--- config.mk ---
export PLATFORM = sky130hd
export DESIGN_NAME = apb_bus_arbiter_flat
export DESIGN_NICKNAME = d
export VERILOG_FILES = /design/src/rtl/apb_bus_arbiter_pkg.sv /design/src/rtl/apb_bus_arbiter_if.sv /design/src/rtl/apb_bus_arbiter_addr_decoder.sv /design/src/rtl/apb_bus_arbiter.sv /design/src/flat_wrapper.sv
export SDC_FILE = /design/constraint.sdc
export NUM_CORES = 1
export LEC_CHECK = 0
export ABC_CLOCK_PERIOD_IN_PS = 1900
export BUFFER_PORTS_ARGS = -buffer_cell sky130_fd_sc_hd__buf_2
export CORE_AREA = 2 2 158 160
export CTS_CLUSTER_SIZE = 40
export DETAILED_ROUTE_END_ITERATION = 6
export DIE_AREA = 0 0 160 162
export PLACE_DENSITY = 0.62
export SETUP_SLACK_MARGIN = 0.02
export SLEW_MARGIN = 40
export SYNTH_ARGS = -nofsm -noshare
export SYNTH_HDL_FRONTEND = slang
export SYNTH_SLANG_ARGS = --single-unit
--- constraint.sdc ---
create_clock -name clk -period 1.9 [get_ports clk]
set_input_delay 0 -clock clk [delete_from_list [all_inputs] [get_ports clk]]
set_output_delay 0 -clock clk [all_outputs]
set_load 0.05 [all_outputs]
--- src/rtl/apb_bus_arbiter_pkg.sv ---
// Shared types and widths for the two-requester APB bus arbiter.
package apb_bus_arbiter_pkg;

  localparam int ADDR_W = 32;
  localparam int DATA_W = 32;

  typedef enum logic [1:0] {
    IDLE,
    SETUP,
    ACCESS,
    DONE
  } apb_state_e;

endpackage

--- src/rtl/apb_bus_arbiter_if.sv ---
// APB bus bundle between the arbiter (master) and the peripheral slaves.
interface apb_bus_arbiter_if
  import apb_bus_arbiter_pkg::*;
#(
  parameter int NUM_SLAVES = 4
) ();

  logic [ADDR_W-1:0]            PADDR;
  logic [DATA_W-1:0]            PWDATA;
  logic                         PWRITE;
  logic [NUM_SLAVES-1:0]        PSEL;
  logic                         PENABLE;
  logic [DATA_W*NUM_SLAVES-1:0] PRDATA;
  logic [NUM_SLAVES-1:0]        PREADY;
  logic [NUM_SLAVES-1:0]        PSLVERR;

  modport master (
    output PADDR, PWDATA, PWRITE, PSEL, PENABLE,
    input  PRDATA, PREADY, PSLVERR
  );

  modport slave (
    input  PADDR, PWDATA, PWRITE, PSEL, PENABLE,
    output PRDATA, PREADY, PSLVERR
  );

endinterface

--- src/rtl/apb_bus_arbiter_addr_decoder.sv ---
// Combinational peripheral-window decode: address -> hit, one-hot select, slave index.
module apb_addr_decoder
  import apb_bus_arbiter_pkg::*;
#(
  parameter int                NUM_SLAVES = 4,
  parameter logic [ADDR_W-1:0] BASE_ADDR  = 32'h1000_0000,
  parameter int                DEC_LSB    = 12,
  localparam int               IDX_W      = $clog2(NUM_SLAVES)
) (
  input  logic [ADDR_W-1:0]     addr,
  output logic                  hit,
  output logic [NUM_SLAVES-1:0] sel,
  output logic [IDX_W-1:0]      idx
);

  localparam int TAG_LSB = DEC_LSB + IDX_W;

  // Byte offset within a slave's page plays no part in the decode.
  logic unused_offset;
  assign unused_offset = ^addr[DEC_LSB-1:0];

  assign idx = addr[DEC_LSB +: IDX_W];
  assign hit = (addr[ADDR_W-1:TAG_LSB] == BASE_ADDR[ADDR_W-1:TAG_LSB]);

  always_comb begin
    sel      = '0;
    sel[idx] = hit;
  end

endmodule

--- src/rtl/apb_bus_arbiter.sv ---
// Two-requester APB master: round-robin arbitration, address decode, SETUP/ACCESS
// sequencing with timeout, and registered per-requester completion status.
module apb_bus_arbiter
  import apb_bus_arbiter_pkg::*;
#(
  parameter int                NUM_SLAVES = 4,
  parameter logic [ADDR_W-1:0] BASE_ADDR  = 32'h1000_0000,
  parameter int                DEC_LSB    = 12,
  parameter int                TIMEOUT    = 255
) (
  input  logic              clk,
  input  logic              reset,
  input  logic              transfer0,
  input  logic              write0,
  input  logic [ADDR_W-1:0] addr0,
  input  logic [DATA_W-1:0] wdata0,
  output logic              ready0,
  output logic [DATA_W-1:0] rdata0,
  output logic              err0,
  input  logic              transfer1,
  input  logic              write1,
  input  logic [ADDR_W-1:0] addr1,
  input  logic [DATA_W-1:0] wdata1,
  output logic              ready1,
  output logic [DATA_W-1:0] rdata1,
  output logic              err1,
  apb_bus_arbiter_if.master apb
);

  localparam int IDX_W = $clog2(NUM_SLAVES);
  localparam int TC_W  = $clog2(TIMEOUT + 1);

  apb_state_e            state_q, state_d;
  logic                  grant_q, grant_d, rr_q;
  logic                  req_any;
  logic [ADDR_W-1:0]     req_addr, paddr_q;
  logic [DATA_W-1:0]     req_wdata, pwdata_q;
  logic                  req_write, pwrite_q;
  logic                  dec_hit;
  logic [NUM_SLAVES-1:0] dec_sel, psel_q;
  logic [IDX_W-1:0]      dec_idx, idx_q;
  logic [TC_W-1:0]       tcount_q;
  logic [DATA_W-1:0]     prdata_sel;
  logic                  pready_sel, pslverr_sel, timed_out;
  logic                  done_fire, done_who, done_err;
  logic [DATA_W-1:0]     done_data;

  // rr_q names the requester that wins a tie; a lone requester always wins.
  assign req_any   = transfer0 || transfer1;
  assign grant_d   = (transfer0 && transfer1) ? rr_q : transfer1;
  assign req_addr  = grant_d ? addr1  : addr0;
  assign req_wdata = grant_d ? wdata1 : wdata0;
  assign req_write = grant_d ? write1 : write0;

  apb_addr_decoder #(
    .NUM_SLAVES (NUM_SLAVES),
    .BASE_ADDR  (BASE_ADDR),
    .DEC_LSB    (DEC_LSB)
  ) u_decoder (
    .addr (req_addr),
    .hit  (dec_hit),
    .sel  (dec_sel),
    .idx  (dec_idx)
  );

  assign pready_sel  = apb.PREADY[idx_q];
  assign pslverr_sel = apb.PSLVERR[idx_q];
  assign timed_out   = (tcount_q == TC_W'(TIMEOUT - 1));

  always_comb begin
    prdata_sel = '0;
    for (int k = 0; k < NUM_SLAVES; k++) begin
      if (idx_q == IDX_W'(k)) prdata_sel = apb.PRDATA[k*DATA_W +: DATA_W];
    end
  end

  // Next state plus the completion record that DONE will present to the granted requester.
  always_comb begin
    state_d   = state_q;
    done_fire = 1'b0;
    done_who  = grant_q;
    done_data = '0;
    done_err  = 1'b0;
    case (state_q)
      IDLE: begin
        if (req_any) begin
          done_who = grant_d;
          if (dec_hit) begin
            state_d = SETUP;
          end else begin
            state_d   = DONE;
            done_fire = 1'b1;
            done_err  = 1'b1;
          end
        end
      end
      SETUP: state_d = ACCESS;
      ACCESS: begin
        if (pready_sel) begin
          state_d   = DONE;
          done_fire = 1'b1;
          done_data = pwrite_q ? '0 : prdata_sel;
          done_err  = pslverr_sel;
        end else if (timed_out) begin
          state_d   = DONE;
          done_fire = 1'b1;
          done_err  = 1'b1;
        end
      end
      DONE:    state_d = IDLE;
      default: state_d = IDLE;
    endcase
  end

  always_ff @(posedge clk) begin
    if (reset) state_q <= IDLE;
    else       state_q <= state_d;
  end

  // Bus request latch, timeout counter, round-robin pointer and requester status.
  always_ff @(posedge clk) begin
    if (reset) begin
      grant_q  <= 1'b0;
      rr_q     <= 1'b0;
      idx_q    <= '0;
      psel_q   <= '0;
      paddr_q  <= '0;
      pwdata_q <= '0;
      pwrite_q <= 1'b0;
      tcount_q <= '0;
      ready0   <= 1'b0;
      rdata0   <= '0;
      err0     <= 1'b0;
      ready1   <= 1'b0;
      rdata1   <= '0;
      err1     <= 1'b0;
    end else begin
      if (state_q == IDLE && req_any) begin
        grant_q  <= grant_d;
        idx_q    <= dec_idx;
        psel_q   <= dec_sel;
        paddr_q  <= req_addr;
        pwdata_q <= req_wdata;
        pwrite_q <= req_write;
        tcount_q <= '0;
      end
      if (state_q == ACCESS) tcount_q <= tcount_q + TC_W'(1);
      if (state_q == DONE)   rr_q     <= ~grant_q;

      ready0 <= done_fire && !done_who;
      ready1 <= done_fire &&  done_who;
      if (done_fire && !done_who) begin
        rdata0 <= done_data;
        err0   <= done_err;
      end
      if (done_fire && done_who) begin
        rdata1 <= done_data;
        err1   <= done_err;
      end
    end
  end

  assign apb.PADDR   = paddr_q;
  assign apb.PWDATA  = pwdata_q;
  assign apb.PWRITE  = pwrite_q;
  assign apb.PSEL    = (state_q == SETUP || state_q == ACCESS) ? psel_q : '0;
  assign apb.PENABLE = (state_q == ACCESS);

endmodule

--- src/flat_wrapper.sv ---
// flat-port wrapper written by rule: the top's interface ports become plain ports
module apb_bus_arbiter_flat import apb_bus_arbiter_pkg::*;
#(
  parameter int                NUM_SLAVES = 4,
  parameter logic [ADDR_W-1:0] BASE_ADDR  = 32'h1000_0000,
  parameter int                DEC_LSB    = 12,
  parameter int                TIMEOUT    = 255
)
  (clk, reset, transfer0, write0, addr0, wdata0, ready0, rdata0, err0, transfer1, write1, addr1, wdata1, ready1, rdata1, err1, apb_PADDR, apb_PWDATA, apb_PWRITE, apb_PSEL, apb_PENABLE, apb_PRDATA, apb_PREADY, apb_PSLVERR);
  apb_bus_arbiter_if #(.NUM_SLAVES(NUM_SLAVES)) apb_i ();
  input  logic clk;
  input  logic reset;
  input  logic transfer0;
  input  logic write0;
  input  logic [ADDR_W-1:0] addr0;
  input  logic [DATA_W-1:0] wdata0;
  output logic ready0;
  output logic [DATA_W-1:0] rdata0;
  output logic err0;
  input  logic transfer1;
  input  logic write1;
  input  logic [ADDR_W-1:0] addr1;
  input  logic [DATA_W-1:0] wdata1;
  output logic ready1;
  output logic [DATA_W-1:0] rdata1;
  output logic err1;
  output wire logic [$bits(apb_i.PADDR)-1:0] apb_PADDR;
  output wire logic [$bits(apb_i.PWDATA)-1:0] apb_PWDATA;
  output wire logic [$bits(apb_i.PWRITE)-1:0] apb_PWRITE;
  output wire logic [$bits(apb_i.PSEL)-1:0] apb_PSEL;
  output wire logic [$bits(apb_i.PENABLE)-1:0] apb_PENABLE;
  input wire logic [$bits(apb_i.PRDATA)-1:0] apb_PRDATA;
  input wire logic [$bits(apb_i.PREADY)-1:0] apb_PREADY;
  input wire logic [$bits(apb_i.PSLVERR)-1:0] apb_PSLVERR;
  assign apb_PADDR = apb_i.PADDR;
  assign apb_PWDATA = apb_i.PWDATA;
  assign apb_PWRITE = apb_i.PWRITE;
  assign apb_PSEL = apb_i.PSEL;
  assign apb_PENABLE = apb_i.PENABLE;
  assign apb_i.PRDATA = apb_PRDATA;
  assign apb_i.PREADY = apb_PREADY;
  assign apb_i.PSLVERR = apb_PSLVERR;
  apb_bus_arbiter #(.NUM_SLAVES(NUM_SLAVES), .BASE_ADDR(BASE_ADDR), .DEC_LSB(DEC_LSB), .TIMEOUT(TIMEOUT)) u_core (.clk(clk), .reset(reset), .transfer0(transfer0), .write0(write0), .addr0(addr0), .wdata0(wdata0), .ready0(ready0), .rdata0(rdata0), .err0(err0), .transfer1(transfer1), .write1(write1), .addr1(addr1), .wdata1(wdata1), .ready1(ready1), .rdata1(rdata1), .err1(err1), .apb(apb_i));
endmodule
=== Yosys cells after proc, flatten, opt, wreduce, memory -nomap -nowiden ===
Index checks and enable logic that the tools add are counted.

* Bits in registers: 151
* Bits in latches: 0
* RAM bits: 0
* Bits in read-only memories: 0
* Bits of input ports: 270
* Word-level logic and storage cells: 77
* Memories kept: 0

* Add/subtract/negate cells: 1
* Multiply operators: 0
* Divide/modulo/power cells: 0
* Order comparisons: 3
* Eq/ne operators: 10
* Shift operators: 0
* Mux-type cells: 34
* Bitwise logic cells: 2
* Reduce and logical (&&, ||, !) cells: 12

{| class="wikitable"
|+ Operators by type and width
! kind !! number
|-
| two-way mux 32 bit || 9
|-
| equality test 18 x 15 -> 1 bit (second input constant) || 1
|-
| two-way mux 8 bit || 2
|-
| two-way mux 1 bit || 12
|-
| adder 8 x 1 -> 8 bit (second input constant) || 1
|-
| equality test 2 bit (second input constant) || 4
|-
| equality test 8 bit (second input constant) || 1
|-
| two-way mux 2 bit || 4
|-
| case mux 2 bit (4 select lines) || 1
|-
| less-than comparator 2 x 3 -> 1 bit (second input constant) || 2
|-
| logical AND 1 bit || 5
|-
| AND 4 bit || 1
|-
| binary-select mux 1 bit (select 2 bit) || 2
|-
| equality test 2 x 1 -> 1 bit (second input constant) || 2
|-
| logical NOT 2 bit || 2
|-
| two-way mux 4 bit || 1
|-
| case mux 1 bit (2 select lines) || 2
|-
| != test 3 x 1 -> 1 bit (second input constant) || 1
|-
| demux 1 bit (select 2 bit) || 1
|-
| greater-or-equal comparator 2 x 1 -> 1 bit (second input constant) || 1
|-
| logical OR 1 bit || 2
|-
| != test 2 x 1 -> 1 bit (second input constant) || 1
|-
| AND reduction 2 bit || 1
|-
| nonzero test 2 bit || 1
|-
| other kinds (2) || 2
|}

=== Longest topological paths before layout ===
Gate-level depths: netlist of run 1.

* Depth in word-level cells: 8
* Mapped depth: 9

=== Hierarchy ===
From an unflattened synthesis of run 1, not the netlist that was laid out.

* Cells, all modules: 722
* Area, all modules: 7454.6 um^2

{| class="wikitable"
|+ Modules (own cells, without submodules)
! module !! instances !! cells an instance !! area each (um^2) !! seq. area each (um^2)
|-
| apb_bus_arbiter || 1 || 706 || 7329.5 || 3022.9
|-
| apb_addr_decoder || 1 || 16 || 125.1 || 0.0
|}

=== Worst setup path after synthesis of run 1 ===
No wires, ideal clock.

* Kind: flip-flop to flip-flop
* From: reg u_core.idx_q[0]
* To: reg u_core.rdata0[10]
* Library setup time: 72 ps
* Data arrival time: 2375 ps
* Required time: 1828 ps
* Setup slack: -546 ps
* Stages on the path, launching flop included: 8
* Clock period less this slack: 2446 ps
* Path through: dfxtp_1 > buf_2 > mux4_2 > a21oi_1 > nor2_1 > o21ai_4 > buf_12 > mux2i_1

* Cells in the longest elaborated chain, start to end: 8
* Elaborated cells on any way between the ends: 16

{| class="wikitable"
|+ Ends and longest elaborated chain
! what !! RTL line !! RTL
|-
| start, declared || apb_bus_arbiter.sv:41 || <nowiki>logic [IDX_W-1:0] dec_idx, idx_q;</nowiki>
|-
| start signal, assigned || apb_bus_arbiter.sv:140 || <nowiki>idx_q <= dec_idx;</nowiki>
|-
| logical NOT 2 bit || apb_bus_arbiter.sv:73 || <nowiki>if (idx_q == IDX_W'(k)) prdata_sel = apb.PRDATA[k*DATA_W +: DATA_W];</nowiki>
|-
| two-way mux 32 bit (4 in series) || apb_bus_arbiter.sv:73 ||
|-
| two-way mux 32 bit || apb_bus_arbiter.sv:102 || <nowiki>done_data = pwrite_q ? '0 : prdata_sel;</nowiki>
|-
| two-way mux 32 bit || apb_bus_arbiter.sv:99 || <nowiki>if (pready_sel) begin</nowiki>
|-
| two-way mux 32 bit || apb_bus_arbiter.sv:84 || <nowiki>case (state_q)</nowiki>
|-
| end signal, assigned || apb_bus_arbiter.sv:153 || <nowiki>rdata0 <= done_data;</nowiki>
|-
| end, declared || apb_bus_arbiter.sv:18 || <nowiki>output logic [DATA_W-1:0] rdata0,</nowiki>
|}

Several ways; a longest one is shown, not always the timed one. The select of a mux whose other input is x is not followed.
A chain may end at the register's enable or synchronous reset.

=== Final worst setup path of run 1 ===
* From: reg u_core.idx_q[0]
* To: reg u_core.rdata1[28]

* Cells in the longest elaborated chain, start to end: 8
* Elaborated cells on any way between the ends: 16

{| class="wikitable"
|+ Ends and longest elaborated chain
! what !! RTL line !! RTL
|-
| logical NOT 2 bit || apb_bus_arbiter.sv:73 ||
|-
| two-way mux 32 bit (4 in series) || apb_bus_arbiter.sv:73 ||
|-
| two-way mux 32 bit || apb_bus_arbiter.sv:102 ||
|-
| two-way mux 32 bit || apb_bus_arbiter.sv:99 ||
|-
| two-way mux 32 bit || apb_bus_arbiter.sv:84 ||
|-
| end signal, assigned || apb_bus_arbiter.sv:157 || <nowiki>rdata1 <= done_data;</nowiki>
|-
| end, declared || apb_bus_arbiter.sv:25 || <nowiki>output logic [DATA_W-1:0] rdata1,</nowiki>
|}

Several ways; a longest one is shown, not always the timed one. The select of a mux whose other input is x is not followed.

==> qor.yml, run 1 <==
status:
  status: "finished clean"
logic_synthesis:
  synth_fa_ha_area_share_pct: 0.854
  yosysTopAreaCellShare_pct: 40.7
  synth_area_leaders: "dfxtp_1 41%, mux2i_1 18%, mux4_2 10%"
  synthSimpleGateAreaFrac_pct: 14.7
  synth_nets: 985
  ys.flop_type: "dfxtp_1"
  synthMuxAreaShare_pct: 28.4
  synth_edf_count: 0
  synth-seq-cells: 149
  ys_types: 46
  synth_top_family_by_area: "multiplexers"
  syn_avg_cell_area_sq_um: 10.3
  synth_compound_area_share_pct: 10.8
  ys_seq_area_share_pct: 40.7
  syn_area_sq_mm: 0.00733
  yosysWarnings: 0
  async_flop_share_pct: 0
  synth.largest_area_cell: "dfxtp_1"
  synth_xor_area_share_pct: 0
  synth_cells: 710
power:
  power.share.clock_pct: 21.2
  vdd_drop_max_mv: 0.737
  switching_power_mw: 7.12
  power_density_mw_per_mm2: 1330
  p_int_mw: 8.78
  power.total_mw: 15.9
  swShare_pct: 44.8
  comb_power_share_pct: 52.6
  p_leak_nw: 5.85
  seq_power_share_pct: 26.2
sta:
  fin_skew_ns: 0.0126
  fin_crit_ns: 1.89
  hold_viol: 0
  slew_viol_final: 0
  max_freq_ghz: 0.530
  fin_ws_ns: 0.0124
  tightest_slew_ns: 0.514
  hold_ws_ns: 0.00771
  rsz0062_at_grt: "yes"
  tns_ns: 0
  layout_worst_path_cycle_share_pct: 99.3
  relSlewSlack_pct: 65.8
  setup_violations: 0
grt:
  groute.usage.overall_pct: 21.1
  antenna_found_initial: 4
  grt_max_degree: 73
  grt_pass1_vias: 7850
  grt-ovfl-total: 0
  grt_pass1_wl_um: 42800
clocking:
  insertion_delay_ns: 0.43
  cts_tree: "yes"
  cts-root-buf: "clkbuf_16"
  numClockSinks: 149
  path_clk_slew_ns: 0.07
  cts_buffers: 17
  htreeDepth: 4
  clock_path_buffers: 2
setup_path:
  ff2ff_setup_slack_ns: 0.01
  r2r-end: "u_core.rdata1[28]"
  crit_start: "u_core.idx_q[0]"
  start_kind: "register"
  arrival_ns: 2.23
  reg2reg_from: "u_core.idx_q[0]"
  crit_type: "register to register"
  crit_end: "u_core.rdata1[28]"
  endpoint_kind: "register"
  rr_worst_depth: 6
  crit_fanout: 33
  required_ns: 2.25
drt:
  drc: 0
  dr_total_vias: 7544
  viasPerCell: 4.78
  drt_iter0_markers: 308
  drt-wirelength-per-cell_um: 18.0
  drtPass1Iterations: 4
  totalWireLength_um: 28400
  detail-route-antenna-nets: 0
place:
  dp_hpwl_um: 19400
  gp_congestion: 0.879
  preCtsSetupSlack_ns: -0.0743
  portBuffers: 407
layout:
  drive_gt1_share_pct: 43.3
  syn_to_final_growth_pct: 63.5
  fillCellCount: 2192
  regArea_sq_mm: 0.00299
  final_util_pct: 49.7
  multi_input_area_sq_mm: 0.00415
  nets: 1515
floorplanning:
  die_h_um: 162
  rows: 57
  dieArea_sq_mm: 0.0259
  ioPinCount: 408
  start_util_pct: 30.4
  die_width_um: 160
  coreArea_sq_mm: 0.0241
min_path:
  hold_start: "addr1[15]"
  holdCritPathClass: "input port to register"
run:
  cap_violations: 0
## cells by family after synthesis
group	after synthesis
multiplexers	165
AO/OA/AOI/OAI	104
adder cells (fa/ha/maj)	5
AND/OR/NAND/NOR	220
buffers and inverters	67
flip-flops	149
## state kept, by name, indices dropped and copies added (netlist names)
register	flops
u_core.apb.PWRITE	1
u_core.apb.PWDATA	32
u_core.err0	1
u_core.grant_q	1
u_core.rdata1	32
u_core.tcount_q	8
u_core.state_q	2
u_core.idx_q	1
u_core.ready1	1
u_core.rr_q	1
u_core.rdata0	32
u_core.psel_q	4
u_core.ready0	1
u_core.err1	1
u_core.apb.PADDR	31
## synthesized netlist by cell type, types with 3 or more instances
cell and n:
buf_2 8, nor4_1 5, nor3_1 4, clkbuf_1 40, buf_1 4, and2_1 4, inv_1 6, a31oi_1 4
o21a_1 3, nand2b_1 64, buf_6 3, inv_2 3, o21ai_1 3, dfxtp_1 149, nor2_1 83, nand2_1 41
ha_1 5, o211ai_1 4, a21oi_1 13, buf_12 3, a211oi_1 65, mux4_2 34, mux2i_1 130
## final cells by class
type                            instances  area share (%)
Antenna cell                            1          0.0209
Clock buffer                           19            3.78
Clock inverter                         13            1.11
Inverter                                9           0.282
Multi-Input combinational cell        494            34.6
Sequential cell                       149            25.0
Tap cell                              324            3.38
Timing Repair Buffer                  569            31.8
## per-layer routing
layer | global-route usage (%) | share of wire, % | vias to the layer above
met2 | 38.8 | 51 | 368
met5 | 0 | 0 | -
met1 | 23.0 | 38 | 3474
met4 | 7.66 | 3.1 | 0
met3 | 6.15 | 7.5 | 64
li1 | - | - | 3638
## worst max-delay path, stage by stage, from the launching register on
cell	delay, ns
dfxtp_4	0.35
mux4_2	0.55
a21oi_4	0.17
nor2_4	0.07
o21ai_4	0.14
buf_12	0.25
mux2i_1	0.22
## worst min path at each step
| stage | slack [ns] | to | cells past startpoint |
|---|---|---|---|
| after floorplan | 0.23 | u_core.apb.PWDATA[27] | 2 |
| after global placement | 0.34 | u_core.apb.PWDATA[21] | 3 |
| after detailed placement | 0.35 | u_core.apb.PWDATA[9] | 3 |
| after CTS | 0.004 | u_core.apb.PADDR[15] | 3 |
| after global routing | 0.03 | u_core.apb.PADDR[15] | 3 |
| final | 0.008 | u_core.apb.PADDR[15] | 3 |
## metrics by stage
stage	area, sq um	cells
2_1_floorplan	7350	710
3_3_place_gp	9900	1416
3_5_place_dp	9900	1416
4_1_cts	11800	1574
5_1_grt	12000	1578
6_report	12000	1578
## placed cells by master (no fill, tap or decap), types with 4 or more instances in the layout
cell	Yosys	final
mux2i_1	130	128
nand2b_1	64	64
dlygate4sd3_1	0	125
buf_4	0	21
nand2_1	41	40
buf_12	3	14
a211oi_1	65	65
dfxtp_1	149	146
mux4_2	34	34
o21ai_1	3	4
buf_2	8	402
inv_6	0	4
o211ai_1	4	4
inv_1	6	6
a21oi_1	13	10
nor2_1	83	82
inv_8	0	5
and2_1	4	4
ha_1	5	4
clkbuf_16	0	19
nor4_2	0	4
## what timing repair did
action	in CTS	in global routing
hold buffers	126	0
gates cloned	0	3
endpoints found under the setup margin	37	97
pin swaps	1	8
resized for setup	2	29
hold endpoints to repair	64	0
setup buffers	0	4
## power groups by stage
| stage | Sequential, mW | Clock (mW) | Combinational (mW) |
|---|---|---|---|
| 5_1_grt | 4.24 | 3.61 | 8.84 |
| 6_report | 4.17 | 3.37 | 8.36 |
| 4_1_cts | 4.15 | 3.48 | 7.84 |
| 2_1_floorplan | 6.31 | 0 | 3.39 |
| 3_5_place_dp | 4.21 | 0 | 7.62 |
| 3_3_place_gp | 4.19 | 0 | 7.56 |
Note: power is estimated with default switching activity, not from simulation.
==> run 2: changes to the inputs <==
--- a/config.mk
+++ b/config.mk
@@ -12,7 +12,6 @@
 export DETAILED_ROUTE_END_ITERATION = 6
 export DIE_AREA = 0 0 160 162
 export PLACE_DENSITY = 0.62
-export SETUP_SLACK_MARGIN = 0.02
 export SLEW_MARGIN = 40
 export SYNTH_ARGS = -nofsm -noshare
 export SYNTH_HDL_FRONTEND = slang
==> run 2 against run 1 <==
Sequential share of layout area up 0.30 points. Register-to-register slack about the same. First-iteration DRC count up 9.1%. Non-clock buffer count down 10. Largest cell class unchanged. Die area unchanged. Fmax about the same. Largest power group unchanged. Critical endpoint is now u_core.rdata0[5]. Critical path depth up 1. Highest routed layer is now met5. Worst setup slack worse by 0.00068 ns. Flip-flop and latch count unchanged.
==> qor.yml, run 2 (same netlist as run 1, synthesis figures left out) <==
status:
  status: "finished clean"
power:
  seq_power_share_pct: 26.8  # +0.6 points
  p_int_mw: 8.67  # -1.3%
  switching_power_mw: 6.79  # -4.5%
  power.share.clock_pct: 22.6  # +1.4 points
  comb_power_share_pct: 50.6  # -2.0 points
  swShare_pct: 43.9  # -0.81 points
  power_density_mw_per_mm2: 1310  # -1.5%
  vdd_drop_max_mv: 0.747  # +1.3%
  p_leak_nw: 5.77  # -1.4%
setup_path:
  reg2reg_from: "u_core.idx_q[0]"
  crit_fanout: 8  # -76%
  crit_path_cell_trace: "mux4_2, a21oi_4, nor2_4, o21ai_4, buf_6, buf_12, mux2i_1"
  crit_type: "register to register"
  critPathSlowestCell: "mux4_2"
  required_ns: 2.23  # -0.02 ns
  max_stage_delay_ns: 0.55  # about the same
  arrival_ns: 2.22  # about the same
  critPathTopFamily: "multiplexers"
  ff2ff_setup_slack_ns: 0.01  # about the same
  r2r-end: "u_core.rdata0[5]"
  rr_worst_depth: 7  # +1
  endpoint_kind: "register"
  start_kind: "register"
  path_buf_inv: 2  # +1
place:
  portBuffers: 407  # unchanged
  placed_area_sq_mm: 0.00981  # -0.94%
  gp_congestion: 0.826  # -6.1%
  dp_hpwl_um: 18300  # -5.9%
  preCtsSetupSlack_ns: -0.116  # -0.0419 ns
min_path:
  holdCritPathClass: "input port to register"
  holdPathEnd: "u_core.apb.PWDATA[7]"
  hold_start: "wdata0[7]"
  hold_depth: 3  # unchanged
floorplanning:
  start_util_pct: 30.4  # unchanged
  coreArea_sq_mm: 0.0241  # unchanged
  die_h_um: 162  # unchanged
  rows: 57  # unchanged
  die_width_um: 160  # unchanged
  ioPinCount: 408  # unchanged
  dieArea_sq_mm: 0.0259  # unchanged
sta:
  tightest_slew_ns: 0.494  # -0.0198 ns
  setup_violations: 0  # unchanged
  fin_ws_ns: 0.0117  # -0.000677 ns
  hold_viol: 0  # unchanged
  max_freq_ghz: 0.530  # about the same
  tns_ns: 0  # unchanged
  layout_worst_path_cycle_share_pct: 99.4  # about the same
  rsz0062_at_grt: "yes"
  fin_skew_ns: 0.0113  # -0.00131 ns
  fin_crit_ns: 1.89  # +0.000677 ns
  hold_ws_ns: 0.0263  # +0.0186 ns
  slew_viol_final: 0  # unchanged
  relSlewSlack_pct: 66.8  # +1.0 points
clocking:
  cts-root-buf: "clkbuf_16"
  cts_buffers: 17  # unchanged
  insertion_delay_ns: 0.41  # -0.02 ns
  numClockSinks: 149  # unchanged
  path_clk_slew_ns: 0.07  # about the same
  clock_path_buffers: 2  # unchanged
  cts_tree: "yes"
  htreeDepth: 4  # unchanged
drt:
  drc: 0  # unchanged
  totalWireLength_um: 26500  # -6.7%
  drt_iter0_markers: 336  # +9.1%
  drt-wirelength-per-cell_um: 16.9  # -6.1%
  viasPerCell: 4.74  # -0.92%
  drtPass1Iterations: 4  # unchanged
  detail-route-antenna-nets: 0  # unchanged
  dr_total_vias: 7432  # -1.5%
layout:
  nets: 1505  # -0.66%
  layout_commonest_cell: "buf_2"
  design_area_sq_mm: 0.0118  # -1.2%
  drive_gt1_share_pct: 42.6  # -0.70 points
  final_cell_mix: "403 x buf_2, 145 x dfxtp_1, 129 x mux2i_1"
  syn_to_final_growth_pct: 61.5
grt:
  grt_max_degree: 84  # +15%
  grt_pass1_wl_um: 40500  # -5.3%
  grt_pass1_vias: 7660  # -2.4%
  antenna_found_initial: 3  # -1
  grt-ovfl-total: 0  # unchanged
  groute.usage.overall_pct: 19.7  # -1.3 points
run:
  cap_violations: 0  # unchanged
## run 2: power by group through the flow
stage	sequential [mW]	clock (mW)	combinational (mW)
after detailed placement	4.20	0	7.28
after global placement	4.19	0	7.27
final	4.15	3.49	7.82
after CTS	4.15	3.60	7.50
after floorplan	6.31	0	3.40
after global routing	4.23	3.74	8.32
## run 2: worst max-delay path by stage
stage	from	to	slack, ns	depth (start not counted)
floorplan	u_core.idx_q[0]	u_core.rdata0[10]	-0.17	7
global placement	addr0[26]	u_core.psel_q[3]	-0.17	9
detailed placement	addr0[26]	u_core.psel_q[2]	-0.12	9
CTS	u_core.idx_q[0]	u_core.rdata0[5]	0.006	6
global route	u_core.idx_q[0]	u_core.rdata0[5]	-0.06	7
finish	u_core.idx_q[0]	u_core.rdata0[5]	0.01	7
## run 2: final cells by class
cell class              count  area (sq um)
diodes                      2          5.00
flip-flops and latches    149          2990
inverters                   9          33.8
well taps                 324           405
clock inverters            13           159
clock buffers              19           443
repair buffers            559          3680
fillers                  2222         12300
multi-input cells         494          4120
## run 2: routing by layer
metal | up-vias | track usage, % | wire length [um]
met5 | - | 0 | 13
met4 | 2 | 7.00 | 722
met3 | 53 | 6.23 | 2010
met2 | 333 | 35.3 | 13200
met1 | 3418 | 22.2 | 10600
li1 | 3626 | - | -
## run 2: what timing repair did
item / CTS / global route
cloned: 0 / 2
setup endpoints to repair: 6 / 73
endpoints found under the hold margin: 64 / 1
hold buffers: 124 / 1
pin swaps: 2 / 7
gates resized for setup: 1 / 21
buffers inserted: 0 / 3
## run 2: worst register-to-register path, stage by stage, from the launching register on
cell,delay (ns)
dfxtp_4,0.36
mux4_2,0.55
a21oi_4,0.17
nor2_4,0.07
o21ai_4,0.17
buf_6,0.15
buf_12,0.14
mux2i_1,0.20
## run 2: through the flow
step	utilization [%]	total power, mW	cells
3_5_place_dp	40.7	11.5	1407
6_report	49.1	15.5	1569
2_1_floorplan	-	9.70	710
3_3_place_gp	40.7	11.5	1407
5_1_grt	49.1	16.3	1568
4_1_cts	48.4	15.3	1563
